## config.mk

```make
export PLATFORM = sky130hd
export DESIGN_NAME = mul_share_arbiter
export DESIGN_NICKNAME = d
export VERILOG_FILES = /design/src/rtl/mul_share_pkg.sv /design/src/rtl/mul_share_rr_arb.sv /design/src/rtl/mul_share_arbiter.sv
export SDC_FILE = /design/constraint.sdc
export NUM_CORES = 1
export LEC_CHECK = 0
export ABC_AREA = 1
export CAP_MARGIN = 20
export CELL_PAD_IN_SITES_DETAIL_PLACEMENT = 1
export CELL_PAD_IN_SITES_GLOBAL_PLACEMENT = 2
export CORE_AREA = 2 2 163 165
export DETAILED_ROUTE_END_ITERATION = 12
export DIE_AREA = 0 0 165 167
export GPL_TIMING_DRIVEN = 1
export PLACE_DENSITY = 0.87
export SYNTH_ARGS = -nofsm -noshare
export SYNTH_HDL_FRONTEND = slang
export SYNTH_HIERARCHICAL = 1
export SYNTH_SLANG_ARGS = --single-unit
```

## constraint.sdc

```tcl
create_clock -name clk -period 3.07 [get_ports clk]
set_input_delay 0.614 -clock clk [delete_from_list [all_inputs] [get_ports clk]]
set_output_delay 0.614 -clock clk [all_outputs]
set_load 0.02 [all_outputs]
```

## src/rtl/mul_share_pkg.sv

```systemverilog
// Shared types for the two-lane multiplier arbiter.
// Used by mul_share_rr_arb and mul_share_arbiter.
package mul_share_pkg;

  typedef enum logic [1:0] {
    IDLE = 2'd0,
    BUSY = 2'd1,
    DONE = 2'd2
  } mul_state_t;

  typedef logic lane_id_t;

  localparam lane_id_t LANE0 = 1'b0;
  localparam lane_id_t LANE1 = 1'b1;

endpackage

```

## src/rtl/mul_share_rr_arb.sv

```systemverilog
// Two-way round-robin picker.
// On a tie, the lane that did not win last time is granted.
module mul_share_rr_arb
  import mul_share_pkg::*;
(
  input  logic [1:0] i_req,
  input  lane_id_t   i_last_grant,
  input  logic       i_enable,
  output logic [1:0] o_gnt,
  output lane_id_t   o_gnt_id
);

  always_comb begin
    o_gnt    = 2'b00;
    o_gnt_id = LANE0;
    if (i_enable) begin
      if (i_req == 2'b11)
        o_gnt_id = ~i_last_grant;
      else if (i_req[1])
        o_gnt_id = LANE1;
      else
        o_gnt_id = LANE0;
      if (|i_req)
        o_gnt = (o_gnt_id == LANE1) ? 2'b10 : 2'b01;
    end
  end

endmodule

```

## src/rtl/mul_share_arbiter.sv

```systemverilog
// One shift-add multiplier shared by two execute lanes.
// Define MUL_SHARE_EARLY_EXIT_EN to finish once the multiplier runs out of set bits.
module mul_share_arbiter
  import mul_share_pkg::*;
#(
  parameter int WIDTH = 16,
  parameter int CNT_W = 5
) (
  input  logic               clk,
  input  logic               rst,
  input  logic               req_valid0,
  output logic               req_ready0,
  input  logic [WIDTH-1:0]   req_a0,
  input  logic [WIDTH-1:0]   req_b0,
  input  logic               req_valid1,
  output logic               req_ready1,
  input  logic [WIDTH-1:0]   req_a1,
  input  logic [WIDTH-1:0]   req_b1,
  output logic               rsp_valid0,
  input  logic               rsp_ready0,
  output logic               rsp_valid1,
  input  logic               rsp_ready1,
  output logic [2*WIDTH-1:0] rsp_data,
  output logic               busy,
  output logic               owner
);

  mul_state_t         r_state;
  logic [2*WIDTH-1:0] r_acc;
  logic [2*WIDTH-1:0] r_a_sh;
  logic [WIDTH-1:0]   r_b_sh;
  logic [CNT_W-1:0]   r_cnt;
  lane_id_t           r_owner;
  lane_id_t           r_last;

  logic [1:0]         w_gnt;
  lane_id_t           w_gnt_id;
  logic [WIDTH-1:0]   w_a;
  logic [WIDTH-1:0]   w_b;
  logic [2*WIDTH-1:0] w_acc_nxt;
  logic [WIDTH-1:0]   w_b_nxt;
  logic               w_cnt_last;
  logic               w_last;
  logic               w_rsp_rdy;

  mul_share_rr_arb u_arb (
    .i_req        ({req_valid1, req_valid0}),
    .i_last_grant (r_last),
    .i_enable     (r_state == IDLE),
    .o_gnt        (w_gnt),
    .o_gnt_id     (w_gnt_id)
  );

  assign req_ready0 = w_gnt[0];
  assign req_ready1 = w_gnt[1];

  assign w_a = (w_gnt_id == LANE1) ? req_a1 : req_a0;
  assign w_b = (w_gnt_id == LANE1) ? req_b1 : req_b0;

  assign w_acc_nxt  = r_b_sh[0] ? (r_acc + r_a_sh) : r_acc;
  assign w_b_nxt    = r_b_sh >> 1;
  assign w_cnt_last = (r_cnt == CNT_W'(WIDTH - 1));

`ifdef MUL_SHARE_EARLY_EXIT_EN
  assign w_last = w_cnt_last | (w_b_nxt == '0);
`else
  assign w_last = w_cnt_last;
`endif

  // Only the owner's consumer may complete the response.
  assign w_rsp_rdy = (r_owner == LANE1) ? rsp_ready1 : rsp_ready0;

  always_ff @(posedge clk or posedge rst) begin
    if (rst) begin
      r_state <= IDLE;
      r_acc   <= '0;
      r_a_sh  <= '0;
      r_b_sh  <= '0;
      r_cnt   <= '0;
      r_owner <= LANE0;
      r_last  <= LANE1;
    end else begin
      unique case (r_state)
        IDLE: begin
          if (|w_gnt) begin
            r_a_sh  <= {{WIDTH{1'b0}}, w_a};
            r_b_sh  <= w_b;
            r_acc   <= '0;
            r_cnt   <= '0;
            r_owner <= w_gnt_id;
            r_state <= BUSY;
          end
        end
        BUSY: begin
          r_acc  <= w_acc_nxt;
          r_a_sh <= r_a_sh << 1;
          r_b_sh <= w_b_nxt;
          r_cnt  <= r_cnt + CNT_W'(1);
          if (w_last)
            r_state <= DONE;
        end
        DONE: begin
          if (w_rsp_rdy) begin
            r_last  <= r_owner;
            r_state <= IDLE;
          end
        end
        default: r_state <= IDLE;
      endcase
    end
  end

  assign busy       = (r_state != IDLE);
  assign owner      = busy & r_owner;
  assign rsp_valid0 = (r_state == DONE) & (r_owner == LANE0);
  assign rsp_valid1 = (r_state == DONE) & (r_owner == LANE1);
  assign rsp_data   = (r_state == DONE) ? r_acc : '0;

endmodule

```

==> metrics.log, run 1 <==
[metrics] final core utilization: 0.324
[metrics] dominant register cell in the synthesized netlist: sky130_fd_sc_hd__dfrtp_1
[metrics] syn_area_per_cell: 6.41 um^2
[metrics] Synth Cell Area: around 6600 um^2
[metrics] number of nets with antenna violations after detailed routing: 0
[metrics] CP delay by family, top: buffers and inverters
[metrics] root buffer cell: sky130_fd_sc_hd__clkbuf_16
[metrics] Die Footprint: 27,600 um^2
[metrics] via count of the first global-routing pass: 7,070
[metrics] power per cell area: approximately 1000 nW/um^2
[metrics] Async SR Flop Fraction: 1.00
[metrics] initial antenna violation count: 0
[metrics] CTS tree: done
[metrics] Highest Signal Layer: met4
[metrics] path type of the worst min-delay path: register to register
[metrics] sequential cell area fraction in the yosys report: 0.336
[metrics] HPWL after detailed placement: 16,800 um
[metrics] most frequent cells after synthesis: sky130_fd_sc_hd__nand2_1, sky130_fd_sc_hd__inv_1, sky130_fd_sc_hd__dfrtp_1
[metrics] Leakage: 4.25 nW
[metrics] arrival time of the worst setup path: 2.23 ns
[metrics] portion of the clock cycle consumed by the worst path in the final layout: 0.925
[metrics] Clock Pin Slew Worst Setup and Hold Paths: 0.06 ns
[metrics] number of rows created at floorplan: 59
[metrics] routability cong.: 0.822
[metrics] starting density of the core: 0.257
[metrics] most prevalent standard cell on the critical path: sky130_fd_sc_hd__nor2_1
[metrics] worst rel slew slack: 0.478
[metrics] Routed WL per cell: 14.8 um
[metrics] count of boundary I/O pins: 108
[metrics] synthesized instance count: between 1,000 and 1,500
[metrics] die width: 165 um
[metrics] gr usage total: 0.165
[metrics] Bufs and invs on worst path: 3
[metrics] flip-flop and latch count after synthesis: 89
[metrics] number of port buffers: 107
[metrics] number of hold buffers added after cts: 0
[metrics] Max rail drop VDD: 0.384 mV
[metrics] Worst Path Max Fanout: 32
[metrics] net count after synthesis: 1,137
[metrics] fraction of final layout cells sized beyond drive strength 1: 0.0398
[metrics] Setup CP Type: register to primary output
[metrics] antenna fix cells: 0
[metrics] pin count of the biggest net entering global routing: 90
[metrics] cell type with the highest aggregate area in the netlist: sky130_fd_sc_hd__dfrtp_1
[metrics] Slew @ Worst Pin: 0.783 ns
[metrics] data required time of the worst path: 2.46 ns
[metrics] clock period minus final worst setup slack: 2.84 ns
[metrics] outcome: finished, final reports clean
[metrics] Post-CTS Setup Repair Bufs: 0
[metrics] number of DRC markers after the initial detailed-route iteration: 274
[metrics] Yosys top cell area share: 0.333
[metrics] routed wire length: about 22,000 um
[metrics] met3 wirelength from detailed routing: around 820 um
[metrics] count of final max-slew check failures: 0
[metrics] worst skew pair latency: 0.36 ns
[metrics] total number of yosys warnings: 6
[metrics] Std-Cell Core Area: 25,800 um^2
[metrics] CP max stage cell: sky130_fd_sc_hd__clkdlybuf4s50_1
[metrics] RSZ-0062 raised after global routing: no
[metrics] signed area change from the synthesized netlist to the final layout: 26.2%
[metrics] via-per-instance ratio: 4.57
[metrics] met2 wire length: roughly 10,000 um
[metrics] count of flip-flops with a built-in enable after synthesis: 0
[metrics] number of buffers created by CTS: 9
[metrics] type of element launching the critical path: register
[metrics] clock skew after layout: 0.00954 ns
[metrics] Max Buffers Root-to-Sink: 2
[metrics] setup TNS: 0 ns
[metrics] count of vias placed by the detailed router: 6,708
[metrics] first-pass GRT wire length: 35,900 um
[metrics] highest achievable clock rate: approximately 0.35 GHz
[metrics] number of library cell types mapped by synthesis: 39
[metrics] CP cell instances: nor2_1, clkinv_1, buf_4, nor2_1, clkdlybuf4s50_1
[metrics] overflow left after global routing: 0
[metrics] highest cell delay on the worst timing path: between 0.6 and 0.7 ns
[metrics] hold violation count in the final report: 0
[metrics] Max Cap Viol: 0
[metrics] maximum level of the CTS H-tree: 3
[metrics] count of clock tree sinks: 89
[metrics] endpoints failing setup: 0
[metrics] Final Worst Setup Slack: 0.231 ns
[metrics] Final nets: 1,231
[metrics] crit end category: primary output
[metrics] height of the die: 167 um
[metrics] M1 wire length: about 10,000 um
[metrics] pre-CTS worst setup slack: slightly above 0.3 ns
[metrics] Residual DRC: 0
[metrics] count of cells resized by post-cts repair: 0
[metrics] Pre-Repair DR Iteration Count: 4
[metrics] dominant cell by count in the synthesized netlist: sky130_fd_sc_hd__nand2_1
[metrics] Area contributors post-synth: sky130_fd_sc_hd__dfrtp_1, sky130_fd_sc_hd__nand2_1, sky130_fd_sc_hd__inv_1
[where the power goes]
group	internal, mW	leakage [nW]	switching, mW
clock network	0.747	0.164	0.519
registers	1.75	1.11	0.466
logic	1.74	2.97	3.49
[layout make-up]
class                   count  area (um^2)
fillers                  3254        17400
multi-input cells         731         3530
well taps                 335          419
clock inverters             6         95.1
flip-flops and latches     89         2230
repair buffers            115         1160
clock buffers              10          239
inverters                 181          691
[worst register-to-register path, stage by stage, from the launching register on]
cell	delay, ns
sky130_fd_sc_hd__dfrtp_1	0.39
sky130_fd_sc_hd__ha_1	0.24
sky130_fd_sc_hd__inv_1	0.07
sky130_fd_sc_hd__fa_1	0.35
sky130_fd_sc_hd__inv_1	0.19
sky130_fd_sc_hd__nand3_1	0.10
sky130_fd_sc_hd__nand3_1	0.18
sky130_fd_sc_hd__nand2_1	0.08
sky130_fd_sc_hd__nand2_1	0.14
sky130_fd_sc_hd__nand3_1	0.09
sky130_fd_sc_hd__nand2_1	0.14
sky130_fd_sc_hd__nand2_1	0.07
sky130_fd_sc_hd__nand2_1	0.07
sky130_fd_sc_hd__o21ai_1	0.07
[layout by cell type (no fill, tap or decap), types with 2 or more instances in the layout]
master	instances
sky130_fd_sc_hd__a21oi_1	32
sky130_fd_sc_hd__a22o_1	2
sky130_fd_sc_hd__buf_12	2
sky130_fd_sc_hd__buf_4	6
sky130_fd_sc_hd__bufinv_16	2
sky130_fd_sc_hd__clkbuf_16	9
sky130_fd_sc_hd__clkdlybuf4s50_1	107
sky130_fd_sc_hd__dfrtp_1	88
sky130_fd_sc_hd__ha_1	33
sky130_fd_sc_hd__inv_1	173
sky130_fd_sc_hd__inv_2	2
sky130_fd_sc_hd__inv_4	4
sky130_fd_sc_hd__inv_6	3
sky130_fd_sc_hd__mux2i_1	2
sky130_fd_sc_hd__nand2_1	362
sky130_fd_sc_hd__nand2_2	3
sky130_fd_sc_hd__nand3_1	74
sky130_fd_sc_hd__nand4_1	3
sky130_fd_sc_hd__nor2_1	81
sky130_fd_sc_hd__nor2_8	2
sky130_fd_sc_hd__nor3_1	3
sky130_fd_sc_hd__o21ai_0	75
sky130_fd_sc_hd__o21ai_1	22
sky130_fd_sc_hd__o21bai_1	3
sky130_fd_sc_hd__o22ai_1	17
sky130_fd_sc_hd__o22ai_2	4
sky130_fd_sc_hd__xor2_1	2
[logic make-up after synthesis]
kind of cell / share of synthesized area
flops: 0.336
compound gates: 0.135
fa+ha+maj: 0.0654
xor+xnor: 0.00265
simple gates: 0.326
mux: 0.00302
buf+inv: 0.131
[routing by layer]
metal,up-vias,global-route usage
met3,24,0.0264
met4,0,0.0495
met5,-,0
met1,3175,0.213
li1,3413,-
met2,96,0.280
[final timing paths]
check	from	end	slack, ns	depth (start not counted)
setup / recovery	r_state[0]	rsp_data[13]	0.23	5
hold / removal	r_b_sh[2]	r_b_sh[2]	0.48	2
setup reg to reg	r_a_sh[0]	r_acc[16]	0.78	13
hold reg to reg	r_b_sh[2]	r_b_sh[2]	0.48	2
max in group asynchronous	rst	r_acc[19]	1.97	3
min in group asynchronous	rst	r_acc[29]	0.70	3
[through the flow]
step           area [um^2]  instances  hold WS (ns)  total power [mW]
3_3_place_gp          8020       1451         0.462              7.30
6_report              8360       1467         0.484              8.70
3_5_place_dp          8020       1451         0.476              7.48
2_1_floorplan         6620       1033         0.448              5.92
4_1_cts               8360       1467         0.492              8.81
5_1_grt               8360       1467         0.518              9.66
[registers in the layout (all words and copies together) (netlist names)]
name,cells
r_last,1
r_state,2
r_a_sh,32
r_cnt,5
r_owner,1
r_acc,32
r_b_sh,16
(Power assumes the default switching activity.)
==> inputs of run 2 (changes only) <==
CTS_CLUSTER_DIAMETER = 60   (was unset)
HOLD_SLACK_MARGIN = 0.12   (was unset)
==> results of run 2 <==
Final layout, timing and power as in run 1 (identical DEF).
==> RTL edit 1 (flow settings as in run 1) <==
Add a define of `MUL_SHARE_EARLY_EXIT_EN`.
--- a/src/rtl/mul_share_arbiter.sv
+++ b/src/rtl/mul_share_arbiter.sv
@@ -1,5 +1,7 @@
 // One shift-add multiplier shared by two execute lanes.
 // Define MUL_SHARE_EARLY_EXIT_EN to finish once the multiplier runs out of set bits.
+`define MUL_SHARE_EARLY_EXIT_EN
+
 module mul_share_arbiter
   import mul_share_pkg::*;
 #(
Behaviour: not the same (a bounded check fails within 4 cycles, from zero or initial values and one cycle with rst high).
==> RTL edit 1 against run 1 <==
- critical path depth stayed put
- cell count is 1.4% higher
- sequential power is 5% lower
- hold slack better by 29 ps
- wire length is 1.3% lower
- total power is 16% lower
- worst setup slack better by 41 ps
- die area stayed put
- sequential cell count stayed put
- register-to-register slack worse by 120 ps
- clock skew is 1.1 ps higher
- cell area is 0.52% lower
- synthesized area is 0.30% lower
- critical endpoint is now rsp_data[15]
==> RTL edit 1: results (changes against run 1) <==
worst min-delay path startpoint r_b_sh[0]$_DFFE_PP0P_; synthesized area 0.00660 mm² (-0.30%); drt pass-1 iters 6 (+2); fraction of layout cells with a size suffix above 1 3.47% (-0.50 points); Max Fanout on Critical Path 32 (unchanged); Largest stage delay, worst path 650 ps (+30 ps); met3 usage 2.86% (+0.22 points); WP data arrival 2180 ps (-50 ps); number of fill cells 3276 (+0.68%); GPL Wtd Cong 0.847 (+3.0%); GR Util met2 27.6% (-0.43 points); Placed Cells incl. Taps 1471 (+1.4%); IR drop worst, VDD 0.497 mV (+29%); first-pass GRT wire length 36000 µm (+0.38%); synth cell count leaders nand2_1, inv_1, o21ai_0; 1st-iter DRT viols 238 (-13%); GR Util All Layers 16.3% (-0.14 points); leakage power 4.24 nW (-0.12%); Post-Syn Instances 1051 (+1.7%); M1 wire length 10400 µm (+2.6%); largest net degree at the start of global routing 82 (-8.9%); met2 WL 10100 µm (-1.8%); Via Count 6706 (-0.030%); vias in the first global route 7163 (+1.3%); Vias/cell 4.51 (-1.4%); placed cell area 0.00802 mm² (about the same); max_slew headroom 46.6% (-1.2 points); met1 usage 22.0% (+0.65 points); Yosys cell types 32 (-18%); largest cells by area after synthesis dfrtp_1, nand2_1, inv_1; status completed; Syn Nets 1155 (+1.6%); register area share after synthesis 33.8% (+0.10 points); HPWL Detailed 16800 µm (+0.24%); Setup WS pre-CTS 456 ps (+146 ps); routed wire length 21400 µm (-1.3%); Clock Skew 10.6 ps (+1.10 ps); WL met3 671 µm (-18%); clock latency on the worst-skew pair 350 ps
[RTL edit 1: changes by cell type in the layout (fill, tap and decap cells not counted), moves of 4 or more]
| cell | delta |
|---|---|
| o22ai_2 | -4 |
| o21ai_0 | +18 |
| inv_2 | +4 |
| o21ai_1 | -15 |
| inv_1 | +5 |
| nand2_1 | +10 |
| inv_4 | -4 |
[RTL edit 1: cells by family (layout without fill, tap and decap cells)]
group | Yosys count | in the layout | synth area share (%)
buf+inv | 217 | 318 | 12.9
xor+xnor | 1 | 1 | 0.133
flops | 89 | 89 | 33.8
compound gates | 164 | 164 | 13.3
fa+ha+maj | 34 | 34 | 6.56
simple gates | 546 | 546 | 33.3
[RTL edit 1: path summary, 6_finish.rpt]
check	end	slack (ps)	cells past startpoint
max	rsp_data[15]	270	5
min	r_b_sh[0]$_DFFE_PP0P_	510	2
max reg2reg	r_acc[28]$_DFFE_PP0P_	660	14
min reg2reg	r_b_sh[0]$_DFFE_PP0P_	510	2
max in group asynchronous	r_cnt[0]$_DFFE_PP0P_	1680	3
min in group asynchronous	r_owner$_DFFE_PP0P_	640	2
[RTL edit 1: area by class of cell]
cell class	instances	area, µm²	area share, %
clock inverters	7	60.1	0.722
multi-input cells	745	3530	42.4
repair buffers	116	1150	13.9
flip-flops and latches	89	2230	26.8
inverters	186	699	8.41
clock buffers	9	225	2.71
well taps	335	419	5.04
[RTL edit 1: where the power goes]
group	internal (mW)	total (mW)	switching (mW)
registers	1.67	2.10	0.422
logic	1.34	4.09	2.75
clock network	0.568	1.12	0.548
[RTL edit 1: critical path: cells and delay by family (launching register included)]
family | cells | cell delay (ps)
flops | 1 | 450
simple gates | 2 | 320
buf+inv | 3 | 1070
==> RTL edit 2 (flow settings as in run 1) <==
Without the edit above. The 3 states of `mul_state_t` get a one-hot encoding in 3 bits.
--- a/src/rtl/mul_share_pkg.sv
+++ b/src/rtl/mul_share_pkg.sv
@@ -2,10 +2,10 @@
 // Used by mul_share_rr_arb and mul_share_arbiter.
 package mul_share_pkg;
 
-  typedef enum logic [1:0] {
-    IDLE = 2'd0,
-    BUSY = 2'd1,
-    DONE = 2'd2
+  typedef enum logic [2:0] {
+    IDLE = 3'b001,
+    BUSY = 3'b010,
+    DONE = 3'b100
   } mul_state_t;
 
   typedef logic lane_id_t;
Function: same outputs for any inputs over 10 cycles, from zero or initial values and one cycle with rst high; not proved beyond that.
==> RTL edit 2 against run 1 <==
- synthesized cell count decreased by 0.19%
- total power decreased by 26%
- die area unchanged
- sequential cell count increased by 1
- wire length decreased by 0.96%
- critical path depth unchanged
- non-clock buffer count increased by 1
- synthesized area decreased by 0.57%
- worst setup slack got worse by 84 ps
- first-iteration DRC count increased by 23%
- cell area decreased by 0.57%
==> RTL edit 2: results (changes against run 1) <==
Post-Syn Instances 1031 (-0.19%); Placed Cells incl. Taps 1453 (+0.14%); fraction of layout cells with a size suffix above 1 4.76% (+0.79 points); leakage power 4.28 nW (+0.72%); max_slew headroom 41.8% (-6.0 points); clk buf depth 2 (unchanged); Via Count 6618 (-1.3%); routed wire length 21500 µm (-0.96%); WL/cell 14.6 µm (-1.1%); largest net degree at the start of global routing 45 (-50%); largest cells by area after synthesis dfrtp_1, nand2_1, inv_1; Setup WS pre-CTS 375 ps (+64.7 ps); GR Util All Layers 16.2% (-0.32 points); root buffer cell clkbuf_16; GPL Wtd Cong 0.812 (-1.2%); status completed; first-pass GRT wire length 35400 µm (-1.3%); placed cell area 0.00801 mm² (-0.14%); H-tree depth 3 (unchanged); HPWL Detailed 17200 µm (+2.5%); vias in the first global route 7055 (-0.21%); nets@finish 1233 (+0.16%); 1st-iter DRT viols 336 (+23%); synth cell count leaders nand2_1, inv_1, dfrtp_1; Clock Skew 9.70 ps (+0.157 ps); Yosys cell types 37 (-5.1%); WP data arrival 2310 ps (+80 ps); register area share after synthesis 34.2% (+0.59 points); IR drop worst, VDD 0.537 mV (+40%); Largest stage delay, worst path 640 ps (+20 ps); Syn Nets 1135 (-0.18%)
[RTL edit 2: changes by cell type in the layout (fill, tap and decap cells not counted), sizes merged, moves of 6 or more]
cell	run 1	this run
nand2	366	404
nand4	3	10
o21ai	98	39
o221a	0	13
inv	182	188
nand3	74	65
[RTL edit 2: logic make-up (layout without fill, tap and decap cells)]
kind of cell / Yosys count / count (layout) / synth area share [%]
multiplexers: 2 / 2 / 0.304
AO/OA/AOI/OAI: 117 / 117 / 11.0
adder cells (fa/ha/maj): 34 / 34 / 6.57
buffers and inverters: 217 / 320 / 13.0
XOR/XNOR: 3 / 3 / 0.399
AND/OR/NAND/NOR: 568 / 568 / 34.5
flip-flops: 90 / 90 / 34.2
[RTL edit 2: path summary, 6_finish.rpt]
check / startpoint / end / slack (ps) / cells past startpoint
max: r_state[1]$_DFFE_PP0P_ / rsp_data[13] / 150 / 5
min: r_a_sh[31]$_DFFE_PP0P_ / r_a_sh[31]$_DFFE_PP0P_ / 510 / 2
max reg2reg: r_state[0]$_DFFE_PP1P_ / r_acc[16]$_DFFE_PP0P_ / 620 / 11
min reg2reg: r_a_sh[31]$_DFFE_PP0P_ / r_a_sh[31]$_DFFE_PP0P_ / 510 / 2
max in group asynchronous: rst / r_state[0]$_DFFE_PP1P_ / 1770 / 3
min in group asynchronous: rst / r_cnt[2]$_DFFE_PP0P_ / 570 / 2
[RTL edit 2: final cells by class]
type	count	area (µm²)
clock inverters	5	35.0
well taps	335	419
multi-input cells	724	3480
inverters	188	707
repair buffers	116	1160
fillers	3240	17500
flip-flops and latches	90	2250
clock buffers	11	253
[RTL edit 2: per-stage QoR]
stage / power (mW) / hold WS (ps)
global route: 7.05 / 547
detailed placement: 5.38 / 500
finish: 6.44 / 513
floorplan: 4.33 / 454
CTS: 6.53 / 516
global placement: 5.25 / 489
[RTL edit 2: routing by layer]
layer | GRT usage, % | part of all wire (%) | routed length (µm)
met2 | 27.5 | 48 | 10300
met4 | 3.74 | 1.1 | 238
met5 | 0 | 0 | 0
met1 | 21.3 | 48 | 10300
met3 | 2.64 | 3.1 | 658
[RTL edit 2: power by group]
group | switching [mW] | leakage [nW] | internal, mW
registers | 0.443 | 1.17 | 1.69
logic | 2.05 | 2.97 | 1.15
clock network | 0.512 | 0.142 | 0.597
total | 3.00 | 4.28 | 3.44
[RTL edit 2: worst reg2reg max path, cell delays in order, from the launching register on]
cell and delay [ps]:
dfstp_2 540, inv_1 80, nor3_4 240, nand2_1 140, a21oi_1 180, nor2_1 110
nor2_4 160, inv_2 80, o21ai_2 270, inv_2 330, nand2_1 120, o21ai_0 90
